`config.mk`:
```
export PLATFORM = sky130hd
export DESIGN_NAME = post_adder_preg_flat
export DESIGN_NICKNAME = d
export VERILOG_FILES = /design/src/rtl/post_adder_preg_if.sv /design/src/rtl/post_adder_preg.sv /design/src/flat_wrapper.sv
export SDC_FILE = /design/constraint.sdc
export NUM_CORES = 1
export LEC_CHECK = 0
export BUFFER_PORTS_ARGS = -buffer_cell sky130_fd_sc_hd__buf_4
export CORE_AREA = 2 2 114 116
export CTS_CLUSTER_DIAMETER = 30
export CTS_CLUSTER_SIZE = 8
export DETAILED_ROUTE_END_ITERATION = 7
export DIE_AREA = 0 0 116 118
export PLACE_DENSITY = 0.76
export SKIP_CTS_REPAIR_TIMING = 1
export SLEW_MARGIN = 5
export SYNTH_ARGS = -nofsm -noshare
export SYNTH_HDL_FRONTEND = slang
export SYNTH_SLANG_ARGS = --single-unit
```
`constraint.sdc`:
```
create_clock -name clk -period 5.3 [get_ports clk]
set_input_delay 0.53 -clock clk [delete_from_list [all_inputs] [get_ports clk]]
set_output_delay 0.53 -clock clk [all_outputs]
set_load 0.03 [all_outputs]
```
`src/rtl/post_adder_preg_if.sv`:
```
// Bundle of enables, mux operands, carry-in sources and results around the DSP post-adder.
// The slave modport is the adder stage; the master drives its operands.
interface post_adder_preg_if;
   logic        cecarryin;
   logic        cep;
   logic [47:0] x_in;
   logic [47:0] z_in;
   logic        opmode7;
   logic        opmode5;
   logic        carryin;
   logic [47:0] p;
   logic [47:0] pcout;
   logic        carryout;
   logic        carryoutf;

   modport master (
      output cecarryin, cep, x_in, z_in, opmode7, opmode5, carryin,
      input  p, pcout, carryout, carryoutf
   );

   modport slave (
      input  cecarryin, cep, x_in, z_in, opmode7, opmode5, carryin,
      output p, pcout, carryout, carryoutf
   );
endinterface

```
`src/rtl/post_adder_preg.sv`:
```
// DSP48A1-style post-adder/subtractor: P = Z +/- (X + CIN), with optional CYI, P and
// CARRYOUT registers. All registers use a synchronous active-high reset.
module post_adder_preg #(
   parameter int unsigned PREG        = 1,
   parameter int unsigned CARRYOUTREG = 1,
   parameter int unsigned CARRYINREG  = 1,
   parameter string       CARRYINSEL  = "OPMODE5"
) (
   input logic              clk,
   input logic              rst,
   post_adder_preg_if.slave bus
);

   localparam bit SelOpmode5 = (CARRYINSEL == "OPMODE5");
   localparam bit SelCarryin = (CARRYINSEL == "CARRYIN");

   logic        cin_src;
   logic        cin;
   logic [48:0] addend;
   logic [48:0] sum49;
   logic [47:0] p_int;
   logic        co_int;

   // An unrecognised CARRYINSEL leaves both selects low, forcing the carry-in to zero.
   always_comb begin
      cin_src = (SelOpmode5 & bus.opmode5) | (SelCarryin & bus.carryin);
   end

   if (CARRYINREG != 0) begin : g_cyi
      logic cyi_q;
      always_ff @(posedge clk) begin
         if (rst) begin
            cyi_q <= 1'b0;
         end else if (bus.cecarryin) begin
            cyi_q <= cin_src;
         end
      end
      assign cin = cyi_q;
   end else begin : g_cyi_bypass
      assign cin = cin_src;
   end

   // Bit 48 is the carry on add and the borrow on subtract.
   always_comb begin
      addend = {1'b0, bus.x_in} + {48'd0, cin};
      if (bus.opmode7) begin
         sum49 = {1'b0, bus.z_in} - addend;
      end else begin
         sum49 = {1'b0, bus.z_in} + addend;
      end
   end

   if (PREG != 0) begin : g_preg
      logic [47:0] p_q;
      always_ff @(posedge clk) begin
         if (rst) begin
            p_q <= 48'd0;
         end else if (bus.cep) begin
            p_q <= sum49[47:0];
         end
      end
      assign p_int = p_q;
   end else begin : g_preg_bypass
      assign p_int = sum49[47:0];
   end

   if (CARRYOUTREG != 0) begin : g_coreg
      logic co_q;
      always_ff @(posedge clk) begin
         if (rst) begin
            co_q <= 1'b0;
         end else if (bus.cep) begin
            co_q <= sum49[48];
         end
      end
      assign co_int = co_q;
   end else begin : g_coreg_bypass
      assign co_int = sum49[48];
   end

   assign bus.p         = p_int;
   assign bus.pcout     = p_int;
   assign bus.carryout  = co_int;
   assign bus.carryoutf = co_int;

endmodule

```
`src/flat_wrapper.sv`:
```
// flat-port wrapper written by rule: the top's interface ports become plain ports
module post_adder_preg_flat 
#(
   parameter int unsigned PREG        = 1,
   parameter int unsigned CARRYOUTREG = 1,
   parameter int unsigned CARRYINREG  = 1,
   parameter string       CARRYINSEL  = "       "
)
  (clk, rst, bus_cecarryin, bus_cep, bus_x_in, bus_z_in, bus_opmode7, bus_opmode5, bus_carryin, bus_p, bus_pcout, bus_carryout, bus_carryoutf);
  post_adder_preg_if bus_i ();
  input logic clk;
  input logic rst;
  input wire logic [$bits(bus_i.cecarryin)-1:0] bus_cecarryin;
  input wire logic [$bits(bus_i.cep)-1:0] bus_cep;
  input wire logic [$bits(bus_i.x_in)-1:0] bus_x_in;
  input wire logic [$bits(bus_i.z_in)-1:0] bus_z_in;
  input wire logic [$bits(bus_i.opmode7)-1:0] bus_opmode7;
  input wire logic [$bits(bus_i.opmode5)-1:0] bus_opmode5;
  input wire logic [$bits(bus_i.carryin)-1:0] bus_carryin;
  output wire logic [$bits(bus_i.p)-1:0] bus_p;
  output wire logic [$bits(bus_i.pcout)-1:0] bus_pcout;
  output wire logic [$bits(bus_i.carryout)-1:0] bus_carryout;
  output wire logic [$bits(bus_i.carryoutf)-1:0] bus_carryoutf;
  assign bus_i.cecarryin = bus_cecarryin;
  assign bus_i.cep = bus_cep;
  assign bus_i.x_in = bus_x_in;
  assign bus_i.z_in = bus_z_in;
  assign bus_i.opmode7 = bus_opmode7;
  assign bus_i.opmode5 = bus_opmode5;
  assign bus_i.carryin = bus_carryin;
  assign bus_p = bus_i.p;
  assign bus_pcout = bus_i.pcout;
  assign bus_carryout = bus_i.carryout;
  assign bus_carryoutf = bus_i.carryoutf;
  post_adder_preg #(.PREG(PREG), .CARRYOUTREG(CARRYOUTREG), .CARRYINREG(CARRYINREG), .CARRYINSEL(CARRYINSEL)) u_core (.clk(clk), .rst(rst), .bus(bus_i));
endmodule
```
* Word level (Yosys, flattened, before mapping)
Index checks and enable logic that the tools add are counted.
** Operators by class
- $add $sub $neg :: 2
- Multiplexer cells :: 1
** Operator list (number)
- $add A48 B48 Y49 :: 1
- $mux W49 :: 1
- $sub A48 B48 Y49 :: 1
** Storage, ports and cells
- Register bits :: 49
- Input bits :: 103

* Longest topological paths before layout
- Depth in word-level cells :: 2
- Depth in mapped cells :: 19
- Gate-level depth less buffers :: 18

* Worst setup path before layout
No wires, ideal clock.
- Kind :: input-to-reg
- Start point :: in bus_x_in[13]
- End point :: reg u_core.g_preg.p_q[46] (netlist: u_core.bus.p[46])
- Library setup time :: 0.122 ns
- Data arrival time :: 4.321 ns
- Data required time :: 5.178 ns
- Slack :: 0.857 ns
- Cell stages on the path :: 15
- Path buffers :: 1
- Cells stage by stage :: or4_1 > nor3_1 > and4_1 > buf_2 > a21oi_1 > xnor2_1 > ha_1 > and2_4 > a221o_1 > a221o_1 > a221o_1 > o211ai_2 > a31oi_1 > mux2_1 > a311o_1
** Between the ends
- Longest elaborated chain between the ends :: 2
- Elaborated cells between the ends (all ways) :: 3
- Classes of those cells :: 2 x add/sub; 1 x mux
** Ends and longest elaborated chain
- start, declared :: RTL line flat_wrapper.sv:15 : input wire logic [$bits(bus_i.x_in)-1:0] bus_x_in;
- $add A48 B48 Y49 / $sub A48 B48 Y49 (equally long branches) :: RTL line post_adder_preg.sv:49, post_adder_preg.sv:47
- $mux W49 (*) :: RTL line post_adder_preg.sv:46 : if (bus.opmode7) begin
- end signal, assigned :: RTL line post_adder_preg.sv:59 : p_q <= sum49[47:0];
- end, declared :: RTL line post_adder_preg.sv:54 : logic [47:0] p_q;
Every way passes the cells marked *; elsewhere a longest branch is shown, timed or not.
A chain may end at the register's enable or synchronous reset.

* Worst setup path after layout
Same ends and word-level chain as after synthesis.

==> flow_summary.yaml <==
critical_path:
  crit_required_ns: 5.49
  crit_path_frequent_cell: "nor2_1"
  setup.worst_path.class: "in -> reg"
  arrival_ns: 5.00
  path_cells: "buf_4, or4_1, nor3_1, and4_1, and3_1, nand2_1, nor2_1, nor2_1, xnor2_1, ha_1, and3_1, nand2_1, nor2_1, o21ai_0, a31oi_1, mux2_1, a311o_1"
  r2r-end: "u_core.bus.p[31]"
  start_kind: "primary input"
  crit_slowest_cell: "or4_1"
  r2r_cells: 4
  crit_fanout: 7
  r2r_setup_slack_ns: 4.41
  crit_path_end_kind: "flop"
  max_stage_delay_ns: 0.56
  r2r_start: "u_core.bus.p[31]"
layout:
  fin_cells: 1113
  drive_above_1_share: 0.249
  n_antenna_cell: 0
  design_area_um2: 7340
  utilization: 0.592
  fin_nets: 1093
  area_growth_pct: 25.0
  num-fill-cells: 1238
hold_path:
  hold_class: "reg -> reg"
  hold-path-cell-count: 2
  holdPathEnd: "u_core.bus.p[37]"
  holdCritStartpoint: "u_core.bus.p[37]"
global_routing:
  first_global_vias: 5831
  grt_pass1_wl_mm: 27.7
  grt_overflow: 0
  grt_max_degree: 55
  grt_usage: 0.247
  antenna_found_initial: 0
sta:
  max-slew-margin-rel: 0.526
  finalSetupViolCount: 0
  fmax_ghz: 0.208
  timing.hold.ws_ns: 0.480
  finalCriticalPeriod_ns: 4.80
  rsz0062_at_grt: "no"
  fin_skew_ns: 0
  hold_viol_final: 0
  fin_crit_sh: 0.907
  finalSetupTns_ns: 0
  tightest_slew_ns: 0.703
  finalMaxSlewViolations: 0
  worst_slack_ns: 0.495
synthesis:
  ys_seq_area_frac: 0.167
  syn_area_um2: 5870
  synth.distinct_cells: 68
  synth_top_area_frac: 0.167
  ys_top_cells_by_area: "dfxtp_1 (17%), ha_1 (10%), xnor2_1 (10%), a21oi_1 (7.2%), buf_4 (6.3%)"
  synth_area_per_cell_um2: 7.32
  synth_largest_area_cell: "dfxtp_1"
  yosys_warnings: 0
  async_flop_share: 0
  synth_seq_cells: 49
  postSynthCellCount: 802
  synth_edf_count: 0
  synthFlopType: "dfxtp_1"
  synth_common_cells: "a21oi_1 (84), nor2_1 (77), xnor2_1 (69), nand2_1 (66)"
  syn-num-nets: 955
  yosysMostFrequentCell: "a21oi_1"
power:
  p_leak_nw: 3.33
  ir_worst_vdd_mv: 0.131
  p_int_mw: 1.07
  seqPwrFrac: 0.243
  p_switching_mw: 0.878
  clkPwrFrac: 0.177
  p_per_area_nw_per_um2: 265
  p_comb_frac: 0.579
  p_sw_frac: 0.450
  total_power_mw: 1.95
placed_design:
  place.detailed.hpwl_mm: 13.6
  dpl_worst_slack_ns: 0.199
  portBuffers: 197
  gp_congestion: 0.962
  dp.cells: 1105
  place_area_um2: 7190
routing:
  ant_nets: 0
  avgRoutedWirePerCell_um: 15.7
  viasPerCell: 5.71
  drtPass1Iterations: 5
  drt_iter0_drc: 439
  finalWirelength_mm: 17.5
  via_count: 6360
  route.detailed.drc: 0
clock_network:
  htreeDepth: 2
  cts_inserted_buffers: 5
  cts_max_path_buffers: 2
  path_clk_slew_ns: 0.08
  tritoncts: "built"
  clkSinkCount: 49
  clk_latency_ns: 0.30
  cts_root_buffer: "clkbuf_16"
job:
  max_cap_viol_count: 0
outcome:
  status: "finished clean"
floorplan:
  num_io_pins: 201
  core-area_um2: 12400
  die-area_um2: 13700
  fp.dieH_um: 118
  start_util: 0.473
  dieWidth_um: 116
  rows: 41
==> final cells by class <==
| type | count | area [µm²] | area share |
|---|---|---|---|
| multi-input combinational | 641 | 4290 | 0.584 |
| timing repair buffer | 212 | 1590 | 0.217 |
| sequential | 49 | 981 | 0.134 |
| tap | 172 | 215 | 0.0293 |
| clock buffer | 5 | 125 | 0.0170 |
| inverter | 31 | 116 | 0.0158 |
| clock inverter | 3 | 26.3 | 0.00358 |
==> flip-flops by register name, summed over array words and instances, names as in the netlist <==
signal,cells
u_core.bus.carryout,1
u_core.bus.p,48
==> power by group through the flow <==
stage	Clock, mW	Sequential (mW)	Combinational [mW]
after floorplan	0	0.572	0.724
after global placement	0	0.482	1.11
after detailed placement	0	0.482	1.12
after CTS	0.352	0.475	1.12
after global routing	0.363	0.483	1.22
final	0.346	0.474	1.13
==> how the worst max path moves through the flow <==
stage / endpoint / cells after the start / startpoint / slack [ns]
2_1_floorplan: u_core.bus.p[46] / 15 / bus_x_in[13] / 0.86
3_5_place_dp: u_core.bus.p[46] / 15 / bus_x_in[13] / 0.20
6_report: u_core.bus.p[46] / 17 / bus_x_in[13] / 0.50
5_1_grt: u_core.bus.p[43] / 18 / bus_x_in[13] / 0.03
3_3_place_gp: u_core.bus.p[46] / 15 / bus_x_in[13] / 0.31
4_1_cts: u_core.bus.p[46] / 15 / bus_x_in[13] / 0.51
==> metal layers <==
layer  track usage  wire, µm
met3        0.0257      1160
met1         0.327      7800
met2         0.425      8320
met5             0         0
met4        0.0603       243
==> critical path, delay by kind of cell <==
family          cells  cell delay (ns)
simple gates       10             2.85
mux                 1             0.34
compound gates      3             0.62
fa+ha+maj           1             0.41
buf+inv             1             0.11
xor+xnor            1             0.14
==> cell usage in the layout (no fill, tap or decap), types with 4 or more instances in the layout <==
master,instances
a211oi_1,11
a21oi_1,84
o22ai_1,6
xnor2_1,69
o31ai_1,6
nand3_1,14
or3_1,8
nor2_1,77
ha_1,49
nor2b_1,4
nor3_1,35
a311o_1,5
buf_4,212
inv_1,31
or4_1,4
nand2b_1,5
xor2_1,4
o21ai_0,27
o211ai_1,5
a21boi_0,5
mux2i_1,16
a31oi_1,11
o21a_1,7
nand4_1,13
clkbuf_16,5
nand2_1,66
a2111oi_0,4
and2_1,9
a221o_1,4
o21bai_1,9
dfxtp_1,49
and3_1,7
a21o_1,23
nor4_1,7
==> logic make-up after synthesis <==
kind of cell             share of synthesized area
flip-flops                                   0.167
multiplexers                                0.0311
adder cells (fa/ha/maj)                      0.108
AO/OA/AOI/OAI                                0.266
XOR/XNOR                                     0.109
buffers and inverters                        0.103
AND/OR/NAND/NOR                              0.216
(Power assumes the default switching activity.)
